$ cat src/rtl/generic_sram_burst_master_if.sv
// Bus bundle for the SRAM burst master: command, write-beat and read-response
// handshakes, plus the single-port SRAM pins.
interface generic_sram_burst_master_if #(
    parameter int unsigned NUM_ADDR_BITS = 32,
    parameter int unsigned NUM_DATA_BITS = 32,
    parameter int unsigned NUM_LEN_BITS  = 4
);
    logic                       cmd_valid;
    logic                       cmd_ready;
    logic [NUM_ADDR_BITS-1:0]   cmd_addr;
    logic                       cmd_rnw;
    logic [NUM_LEN_BITS-1:0]    cmd_len;

    logic                       wr_valid;
    logic                       wr_ready;
    logic [NUM_DATA_BITS-1:0]   wr_data;
    logic [NUM_DATA_BITS/8-1:0] wr_strb;

    logic                       rsp_valid;
    logic                       rsp_ready;
    logic [NUM_DATA_BITS-1:0]   rsp_data;
    logic                       rsp_last;

    logic [NUM_ADDR_BITS-1:0]   addr;
    logic [NUM_DATA_BITS-1:0]   write_data;
    logic [NUM_DATA_BITS/8-1:0] byte_en;
    logic                       write_en;
    logic                       read_en;
    logic [NUM_DATA_BITS-1:0]   read_data;

    modport master (
        input  cmd_valid, cmd_addr, cmd_rnw, cmd_len,
        input  wr_valid, wr_data, wr_strb,
        input  rsp_ready, read_data,
        output cmd_ready, wr_ready, rsp_valid, rsp_data, rsp_last,
        output addr, write_data, byte_en, write_en, read_en
    );

    modport slave (
        output cmd_valid, cmd_addr, cmd_rnw, cmd_len,
        output wr_valid, wr_data, wr_strb,
        output rsp_ready, read_data,
        input  cmd_ready, wr_ready, rsp_valid, rsp_data, rsp_last,
        input  addr, write_data, byte_en, write_en, read_en
    );
endinterface

$ cat src/rtl/generic_sram_burst_master.sv
// Burst master for a single-port synchronous SRAM: turns burst commands into
// per-beat write_en/read_en cycles and buffers read data in a small response FIFO.
module generic_sram_burst_master #(
    parameter int unsigned NUM_ADDR_BITS  = 32,
    parameter int unsigned NUM_DATA_BITS  = 32,
    parameter int unsigned NUM_LEN_BITS   = 4,
    parameter int unsigned READ_LATENCY   = 1,
    parameter int unsigned RSP_FIFO_DEPTH = 4
) (
    input logic                         clock,
    input logic                         reset,
    generic_sram_burst_master_if.master bus
);
    localparam int unsigned NUM_STRB_BITS = NUM_DATA_BITS / 8;
    localparam int unsigned BEAT_W        = NUM_LEN_BITS + 1;
    localparam int unsigned PTR_W         = $clog2(RSP_FIFO_DEPTH);
    localparam int unsigned CNT_W         = PTR_W + 1;

    typedef enum logic [1:0] {StIdle, StWrite, StRead} state_e;

    typedef struct packed {
        logic                     last;
        logic [NUM_DATA_BITS-1:0] data;
    } rsp_entry_t;

    state_e                   state_q, state_d;
    logic [NUM_ADDR_BITS-1:0] cur_addr_q, cur_addr_d;
    logic [BEAT_W-1:0]        beats_q, beats_d;
    // Beats issued but not yet popped: covers the latency pipe and the FIFO.
    logic [CNT_W-1:0]         used_q, used_d;

    logic                     write_en_q, write_en_d;
    logic                     read_en_q, read_en_d;
    logic                     read_last_q, read_last_d;
    logic [NUM_ADDR_BITS-1:0] addr_q, addr_d;
    logic [NUM_DATA_BITS-1:0] write_data_q, write_data_d;
    logic [NUM_STRB_BITS-1:0] byte_en_q, byte_en_d;

    logic [READ_LATENCY-1:0]  pipe_vld_q, pipe_vld_d;
    logic [READ_LATENCY-1:0]  pipe_last_q, pipe_last_d;

    rsp_entry_t               mem_q [RSP_FIFO_DEPTH];
    rsp_entry_t               mem_d [RSP_FIFO_DEPTH];
    logic [PTR_W-1:0]         wptr_q, wptr_d, rptr_q, rptr_d;
    logic [CNT_W-1:0]         count_q, count_d;

    logic issue, push, pop, fifo_nonempty;

    assign fifo_nonempty = (count_q != '0);
    assign pop           = fifo_nonempty && bus.rsp_ready;
    assign push          = pipe_vld_q[READ_LATENCY-1];

    always_comb begin
        state_d      = state_q;
        cur_addr_d   = cur_addr_q;
        beats_d      = beats_q;
        write_en_d   = 1'b0;
        read_en_d    = 1'b0;
        read_last_d  = 1'b0;
        addr_d       = '0;
        write_data_d = '0;
        byte_en_d    = '0;
        issue        = 1'b0;

        case (state_q)
            StIdle: begin
                if (bus.cmd_valid) begin
                    cur_addr_d = bus.cmd_addr;
                    beats_d    = {1'b0, bus.cmd_len} + BEAT_W'(1);
                    state_d    = bus.cmd_rnw ? StRead : StWrite;
                end
            end
            StWrite: begin
                if (bus.wr_valid) begin
                    write_en_d   = 1'b1;
                    addr_d       = cur_addr_q;
                    write_data_d = bus.wr_data;
                    byte_en_d    = bus.wr_strb;
                    cur_addr_d   = cur_addr_q + NUM_ADDR_BITS'(1);
                    beats_d      = beats_q - BEAT_W'(1);
                    if (beats_q == BEAT_W'(1)) state_d = StIdle;
                end
            end
            StRead: begin
                if (used_q < CNT_W'(RSP_FIFO_DEPTH)) begin
                    issue       = 1'b1;
                    read_en_d   = 1'b1;
                    read_last_d = (beats_q == BEAT_W'(1));
                    addr_d      = cur_addr_q;
                    byte_en_d   = '1;
                    cur_addr_d  = cur_addr_q + NUM_ADDR_BITS'(1);
                    beats_d     = beats_q - BEAT_W'(1);
                    if (beats_q == BEAT_W'(1)) state_d = StIdle;
                end
            end
            default: state_d = StIdle;
        endcase
    end

    always_comb begin
        pipe_vld_d     = '0;
        pipe_last_d    = '0;
        pipe_vld_d[0]  = read_en_q;
        pipe_last_d[0] = read_last_q;
        for (int i = 1; i < int'(READ_LATENCY); i++) begin
            pipe_vld_d[i]  = pipe_vld_q[i-1];
            pipe_last_d[i] = pipe_last_q[i-1];
        end

        mem_d  = mem_q;
        wptr_d = wptr_q;
        rptr_d = rptr_q;
        if (push) begin
            mem_d[wptr_q] = '{last: pipe_last_q[READ_LATENCY-1], data: bus.read_data};
            wptr_d        = wptr_q + PTR_W'(1);
        end
        if (pop) rptr_d = rptr_q + PTR_W'(1);

        case ({push, pop})
            2'b10:   count_d = count_q + CNT_W'(1);
            2'b01:   count_d = count_q - CNT_W'(1);
            default: count_d = count_q;
        endcase

        case ({issue, pop})
            2'b10:   used_d = used_q + CNT_W'(1);
            2'b01:   used_d = used_q - CNT_W'(1);
            default: used_d = used_q;
        endcase
    end

    always_ff @(posedge clock) begin
        if (reset) begin
            state_q      <= StIdle;
            cur_addr_q   <= '0;
            beats_q      <= '0;
            used_q       <= '0;
            write_en_q   <= 1'b0;
            read_en_q    <= 1'b0;
            read_last_q  <= 1'b0;
            addr_q       <= '0;
            write_data_q <= '0;
            byte_en_q    <= '0;
            pipe_vld_q   <= '0;
            pipe_last_q  <= '0;
            wptr_q       <= '0;
            rptr_q       <= '0;
            count_q      <= '0;
        end else begin
            state_q      <= state_d;
            cur_addr_q   <= cur_addr_d;
            beats_q      <= beats_d;
            used_q       <= used_d;
            write_en_q   <= write_en_d;
            read_en_q    <= read_en_d;
            read_last_q  <= read_last_d;
            addr_q       <= addr_d;
            write_data_q <= write_data_d;
            byte_en_q    <= byte_en_d;
            pipe_vld_q   <= pipe_vld_d;
            pipe_last_q  <= pipe_last_d;
            wptr_q       <= wptr_d;
            rptr_q       <= rptr_d;
            count_q      <= count_d;
        end
    end

    // Storage needs no reset; validity is tracked by the pointers and count.
    always_ff @(posedge clock) begin
        mem_q <= mem_d;
    end

    // Outputs are forced low while reset is high, even before the reset edge.
    assign bus.cmd_ready  = (state_q == StIdle) && !reset;
    assign bus.wr_ready   = (state_q == StWrite) && !reset;
    assign bus.rsp_valid  = fifo_nonempty && !reset;
    assign bus.rsp_data   = mem_q[rptr_q].data;
    assign bus.rsp_last   = fifo_nonempty && !reset && mem_q[rptr_q].last;
    assign bus.write_en   = write_en_q && !reset;
    assign bus.read_en    = read_en_q && !reset;
    assign bus.addr       = reset ? '0 : addr_q;
    assign bus.write_data = reset ? '0 : write_data_q;
    assign bus.byte_en    = reset ? '0 : byte_en_q;
endmodule

$ cat src/flat_wrapper.sv
// flat-port wrapper written by rule: the top's interface ports become plain ports
module generic_sram_burst_master_flat 
#(
    parameter int unsigned NUM_ADDR_BITS  = 32,
    parameter int unsigned NUM_DATA_BITS  = 32,
    parameter int unsigned NUM_LEN_BITS   = 4,
    parameter int unsigned READ_LATENCY   = 1,
    parameter int unsigned RSP_FIFO_DEPTH = 4
)
  (clock, reset, bus_cmd_valid, bus_cmd_addr, bus_cmd_rnw, bus_cmd_len, bus_wr_valid, bus_wr_data, bus_wr_strb, bus_rsp_ready, bus_read_data, bus_cmd_ready, bus_wr_ready, bus_rsp_valid, bus_rsp_data, bus_rsp_last, bus_addr, bus_write_data, bus_byte_en, bus_write_en, bus_read_en);
  generic_sram_burst_master_if #(.NUM_ADDR_BITS(NUM_ADDR_BITS), .NUM_DATA_BITS(NUM_DATA_BITS), .NUM_LEN_BITS(NUM_LEN_BITS)) bus_i ();
  input logic clock;
  input logic reset;
  input wire logic [$bits(bus_i.cmd_valid)-1:0] bus_cmd_valid;
  input wire logic [$bits(bus_i.cmd_addr)-1:0] bus_cmd_addr;
  input wire logic [$bits(bus_i.cmd_rnw)-1:0] bus_cmd_rnw;
  input wire logic [$bits(bus_i.cmd_len)-1:0] bus_cmd_len;
  input wire logic [$bits(bus_i.wr_valid)-1:0] bus_wr_valid;
  input wire logic [$bits(bus_i.wr_data)-1:0] bus_wr_data;
  input wire logic [$bits(bus_i.wr_strb)-1:0] bus_wr_strb;
  input wire logic [$bits(bus_i.rsp_ready)-1:0] bus_rsp_ready;
  input wire logic [$bits(bus_i.read_data)-1:0] bus_read_data;
  output wire logic [$bits(bus_i.cmd_ready)-1:0] bus_cmd_ready;
  output wire logic [$bits(bus_i.wr_ready)-1:0] bus_wr_ready;
  output wire logic [$bits(bus_i.rsp_valid)-1:0] bus_rsp_valid;
  output wire logic [$bits(bus_i.rsp_data)-1:0] bus_rsp_data;
  output wire logic [$bits(bus_i.rsp_last)-1:0] bus_rsp_last;
  output wire logic [$bits(bus_i.addr)-1:0] bus_addr;
  output wire logic [$bits(bus_i.write_data)-1:0] bus_write_data;
  output wire logic [$bits(bus_i.byte_en)-1:0] bus_byte_en;
  output wire logic [$bits(bus_i.write_en)-1:0] bus_write_en;
  output wire logic [$bits(bus_i.read_en)-1:0] bus_read_en;
  assign bus_i.cmd_valid = bus_cmd_valid;
  assign bus_i.cmd_addr = bus_cmd_addr;
  assign bus_i.cmd_rnw = bus_cmd_rnw;
  assign bus_i.cmd_len = bus_cmd_len;
  assign bus_i.wr_valid = bus_wr_valid;
  assign bus_i.wr_data = bus_wr_data;
  assign bus_i.wr_strb = bus_wr_strb;
  assign bus_i.rsp_ready = bus_rsp_ready;
  assign bus_i.read_data = bus_read_data;
  assign bus_cmd_ready = bus_i.cmd_ready;
  assign bus_wr_ready = bus_i.wr_ready;
  assign bus_rsp_valid = bus_i.rsp_valid;
  assign bus_rsp_data = bus_i.rsp_data;
  assign bus_rsp_last = bus_i.rsp_last;
  assign bus_addr = bus_i.addr;
  assign bus_write_data = bus_i.write_data;
  assign bus_byte_en = bus_i.byte_en;
  assign bus_write_en = bus_i.write_en;
  assign bus_read_en = bus_i.read_en;
  generic_sram_burst_master #(.NUM_ADDR_BITS(NUM_ADDR_BITS), .NUM_DATA_BITS(NUM_DATA_BITS), .NUM_LEN_BITS(NUM_LEN_BITS), .READ_LATENCY(READ_LATENCY), .RSP_FIFO_DEPTH(RSP_FIFO_DEPTH)) u_core (.clock(clock), .reset(reset), .bus(bus_i));
endmodule
$ cat config.mk
export PLATFORM = sky130hd
export DESIGN_NAME = generic_sram_burst_master_flat
export DESIGN_NICKNAME = d
export VERILOG_FILES = /design/src/rtl/generic_sram_burst_master_if.sv /design/src/rtl/generic_sram_burst_master.sv /design/src/flat_wrapper.sv
export SDC_FILE = /design/constraint.sdc
export NUM_CORES = 1
export LEC_CHECK = 0
export ABC_AREA = 1
export BUFFER_PORTS_ARGS = -buffer_cell sky130_fd_sc_hd__clkbuf_2
export CORE_UTILIZATION = 50
export DETAILED_ROUTE_END_ITERATION = 10
export PLACE_DENSITY = 0.76
export SYNTH_ARGS = -nofsm -noshare
export SYNTH_HDL_FRONTEND = slang
export SYNTH_SLANG_ARGS = --single-unit
$ cat constraint.sdc
create_clock -name clock -period 1.91 [get_ports clock]
set_clock_uncertainty 0.15 [all_clocks]
set_input_delay 0.191 -clock clock [delete_from_list [all_inputs] [get_ports clock]]
set_output_delay 0.191 -clock clock [all_outputs]
set_load 0.03 [all_outputs]
==> metrics <==
outcome=finished, violations left; failing checks=setup timing; share of synthesized flip-flops with an asynchronous set or reset=0%; mean instance size in the synthesized netlist=8.75 sq um; setup repair after global routing missed its margin=yes; clock transition time at the flip-flop clock pins of the worst setup and hold paths=roughly 0.060 ns; share of the synthesized area in the top cell type=36.5%; largest vdd supply drop=between 0.8 and 0.9 mV; total via count after detailed routing=between 9000 and 10000; Crit-path slowest cell=sky130_fd_sc_hd__dfxtp_4; number of buffers created by CTS=27; Post-synth EDFFs=approximately 130; multi-input gate area in the final layout=0.00380 sq mm; area of the placeable core=about 0.021 sq mm; initial antenna violation count=0; Worst Hold Class=in -> reg; CP required=1.57 ns; commonest non-fill, non-tap cells in the layout=sky130_fd_sc_hd__nor2_1 (276), sky130_fd_sc_hd__clkbuf_2 (177), sky130_fd_sc_hd__inv_1 (167), sky130_fd_sc_hd__nand2_1 (162), sky130_fd_sc_hd__edfxtp_1 (132); top post-synthesis cells by area=sky130_fd_sc_hd__edfxtp_1 (36%), sky130_fd_sc_hd__dfxtp_1 (22%), sky130_fd_sc_hd__nor2_1 (10%); number of nets in the layout=~1700; count of input and output buffers=roughly 220; clock insertion delay at the later pin of the skew report=0.54 ns; width of the chip=149 microns; residual antenna-violating net count after detailed routing=0; worst hold path depth=4; Worst Reg2Reg Path Length in Cells=11; commonest non-fill, non-tap cell in the layout=sky130_fd_sc_hd__nor2_1; DR vias/cell=around 5.2; flip-flop and latch count after synthesis=about 250; total count of max-transition violations in the final report=0; initial core utilization=about half; most used flip-flop cell after synthesis=sky130_fd_sc_hd__edfxtp_1; area added between synthesis and finish=40.5%; drt pass-1 iters=5; CP max FO=7; total placed instance area=around 0.012 sq mm; global-route wire length before repair=45300 microns; sum of routed wire length over all layers=between 30000 and 40000 microns; Max-Cap Viols=0; class of the most critical setup path=reg -> out; I/O pin count=between 200 and 250; CTS tree=done; Setup Total Neg Slack=-3.11 ns; Final Hold Vio Count=0; path length in cells of the critical path=5; fraction of layout instances using a drive strength above 1=roughly a quarter; diode count=0; arrival time at the worst endpoint=1.77 ns; CP endpoint kind=primary output; CTS Root Buffer Type=sky130_fd_sc_hd__clkbuf_16; warning count from the yosys run=0; highest clock frequency the design can meet=~0.47 GHz; Bufs on Longest Clock Path=3; overall fraction of global-route tracks in use=about a quarter; Worst Setup Slack, final=-0.199 ns; min Tclk post-route=around 2.1 ns; # DRC=0; cell count after synthesis=~1200; pin count of the biggest net entering global routing=40; register area=between 0.006 and 0.007 sq mm; distinct cell type count of the synthesized netlist=38; Num Clock Sinks=approximately 250; H-Tree Level Count=1; detailed placer's ending HPWL=16300 microns; die area=around 0.022 sq mm; Detailed Route Iter0 Violations=555; headroom to the max-slew limit=approximately 78%; DR WL/cell=between 15 and 20 microns; CP Launch Type=flop; routability-driven placement congestion ratio=roughly 0.9; power density over the cells=~1300 mW/mm^2; total chip power=around 19 mW; critical path, cell by cell=buf_12, buf_8, o21ai_0, o22ai_2, buf_6; mapped cell area=about 0.011 sq mm; leakage dissipation=approximately 6.2 nW; slowest cell delay on critical path=approximately 0.39 ns; family with the most delay on the worst path=buffers and inverters; setup-violating endpoint count in the final report=33; share of the cycle needed by the critical path after routing=110%; number of fill cells in the layout=between 1000 and 1500; sum of buffers and inverters on the critical path=3; GRT overflow=0; via count of the first global-routing pass=between 9000 and 10000; die outline height=approximately 150 microns; Yosys top cell by area=sky130_fd_sc_hd__edfxtp_1; FP Rows=53; Post-Layout Inst Area=between 0.015 and 0.02 sq mm; Mapped Nets=about 1400; post-synthesis sequential area ratio=59.0%; worst-margin pin slew=~0.33 ns
[power breakdown]
part / switching, mW / internal (mW)
registers: 0.496 / 6.29
clock network: 2.19 / 3.17
logic: 4.09 / 2.83
[metrics by stage]
step	cells	utilization [%]	hold WS, ns	setup slack, ns
2_1_floorplan	1241	-	0.140	0.0162
3_3_place_gp	1707	58.7	0.238	-0.0379
3_5_place_dp	1707	58.7	0.243	-0.0574
4_1_cts	1873	69.8	0.0366	-0.185
5_1_grt	1887	72.1	0.0819	-0.260
6_report	1887	72.1	0.0490	-0.199
[worst register-to-register path, stage by stage, from the launching register on]
cell and delay, ns:
sky130_fd_sc_hd__dfxtp_1 0.31, sky130_fd_sc_hd__inv_1 0.07, sky130_fd_sc_hd__nand3_2 0.09, sky130_fd_sc_hd__nand2_2 0.08
sky130_fd_sc_hd__inv_4 0.08, sky130_fd_sc_hd__ha_4 0.14, sky130_fd_sc_hd__inv_4 0.04, sky130_fd_sc_hd__fa_2 0.38
sky130_fd_sc_hd__a21oi_2 0.15, sky130_fd_sc_hd__o21ai_2 0.07, sky130_fd_sc_hd__o21ai_1 0.13, sky130_fd_sc_hd__a21oi_1 0.05
[routing by layer]
metal / share of wire [%] / global-route usage, % / vias up
li1: - / - / 4689
met1: 40 / 31.0 / 4599
met2: 50 / 44.9 / 413
met4: 2.6 / 9.03 / 0
met3: 7.6 / 4.95 / 59
met5: 0 / 0 / -
[logic make-up after synthesis]
| logic type | synth area share, % |
|---|---|
| simple gates | 19.8 |
| fa+ha+maj | 1.98 |
| flops | 59.0 |
| xor+xnor | 0.242 |
| compound gates | 10.4 |
| buf+inv | 8.58 |
[synth_stat cells (6+ instances only)]
cell type / n
sky130_fd_sc_hd__dfxtp_1: 122
sky130_fd_sc_hd__edfxtp_1: 132
sky130_fd_sc_hd__a21oi_1: 55
sky130_fd_sc_hd__nor2_4: 8
sky130_fd_sc_hd__ha_1: 14
sky130_fd_sc_hd__nand3_1: 37
sky130_fd_sc_hd__nor2_1: 290
sky130_fd_sc_hd__clkbuf_1: 32
sky130_fd_sc_hd__o22ai_1: 32
sky130_fd_sc_hd__nand2_1: 166
sky130_fd_sc_hd__buf_2: 11
sky130_fd_sc_hd__o21ai_0: 110
sky130_fd_sc_hd__nand2_2: 6
sky130_fd_sc_hd__inv_1: 176
[sequential cells by signal (all words and copies together), names as in the netlist]
name                 flops
u_core.pipe_vld_d        1
u_core.byte_en_q         4
u_core.beats_q           5
u_core.used_q            3
u_core.state_q           2
u_core.wptr_q            2
u_core.cur_addr_q       32
u_core.write_data_q     32
u_core.pipe_last_q       1
u_core.addr_q           32
u_core.pipe_vld_q        1
u_core.mem_q           132
u_core.rptr_q            2
u_core.pipe_last_d       1
u_core.count_q           3
u_core.write_en_q        1
[area by class of cell]
cell class	count	share of cell area (%)
clock buffers	37	5.15
inverters	180	4.54
flip-flops and latches	254	42.1
repair buffers	375	20.2
multi-input cells	753	24.9
clock inverters	13	0.902
well taps	275	2.26
[repair_timing]
action | 4_1_cts | 5_1_grt
setup endpoints to repair | 37 | 77
pin swaps | 3 | 36
resized for setup | 87 | 151
hold buffers | 110 | 0
setup buffers | 2 | 10
endpoints found under the hold margin | 212 | 0
cloned | 4 | 5
[final timing paths]
| check | start | slack [ns] | end |
|---|---|---|---|
| min reg2reg | u_core.pipe_vld_d$_SDFF_PP0_ | 0.28 | u_core.pipe_vld_q$_SDFF_PP0_ |
| max | u_core.rptr_q[0]$_SDFFE_PP0P_ | -0.20 | bus_rsp_data[21] |
| min | reset | 0.05 | u_core.byte_en_q[2]$_SDFF_PP0_ |
| max reg2reg | u_core.count_q[2]$_SDFFE_PP0P_ | 0.06 | u_core.count_q[2]$_SDFFE_PP0P_ |
Power figures use the tool's default switching activity.
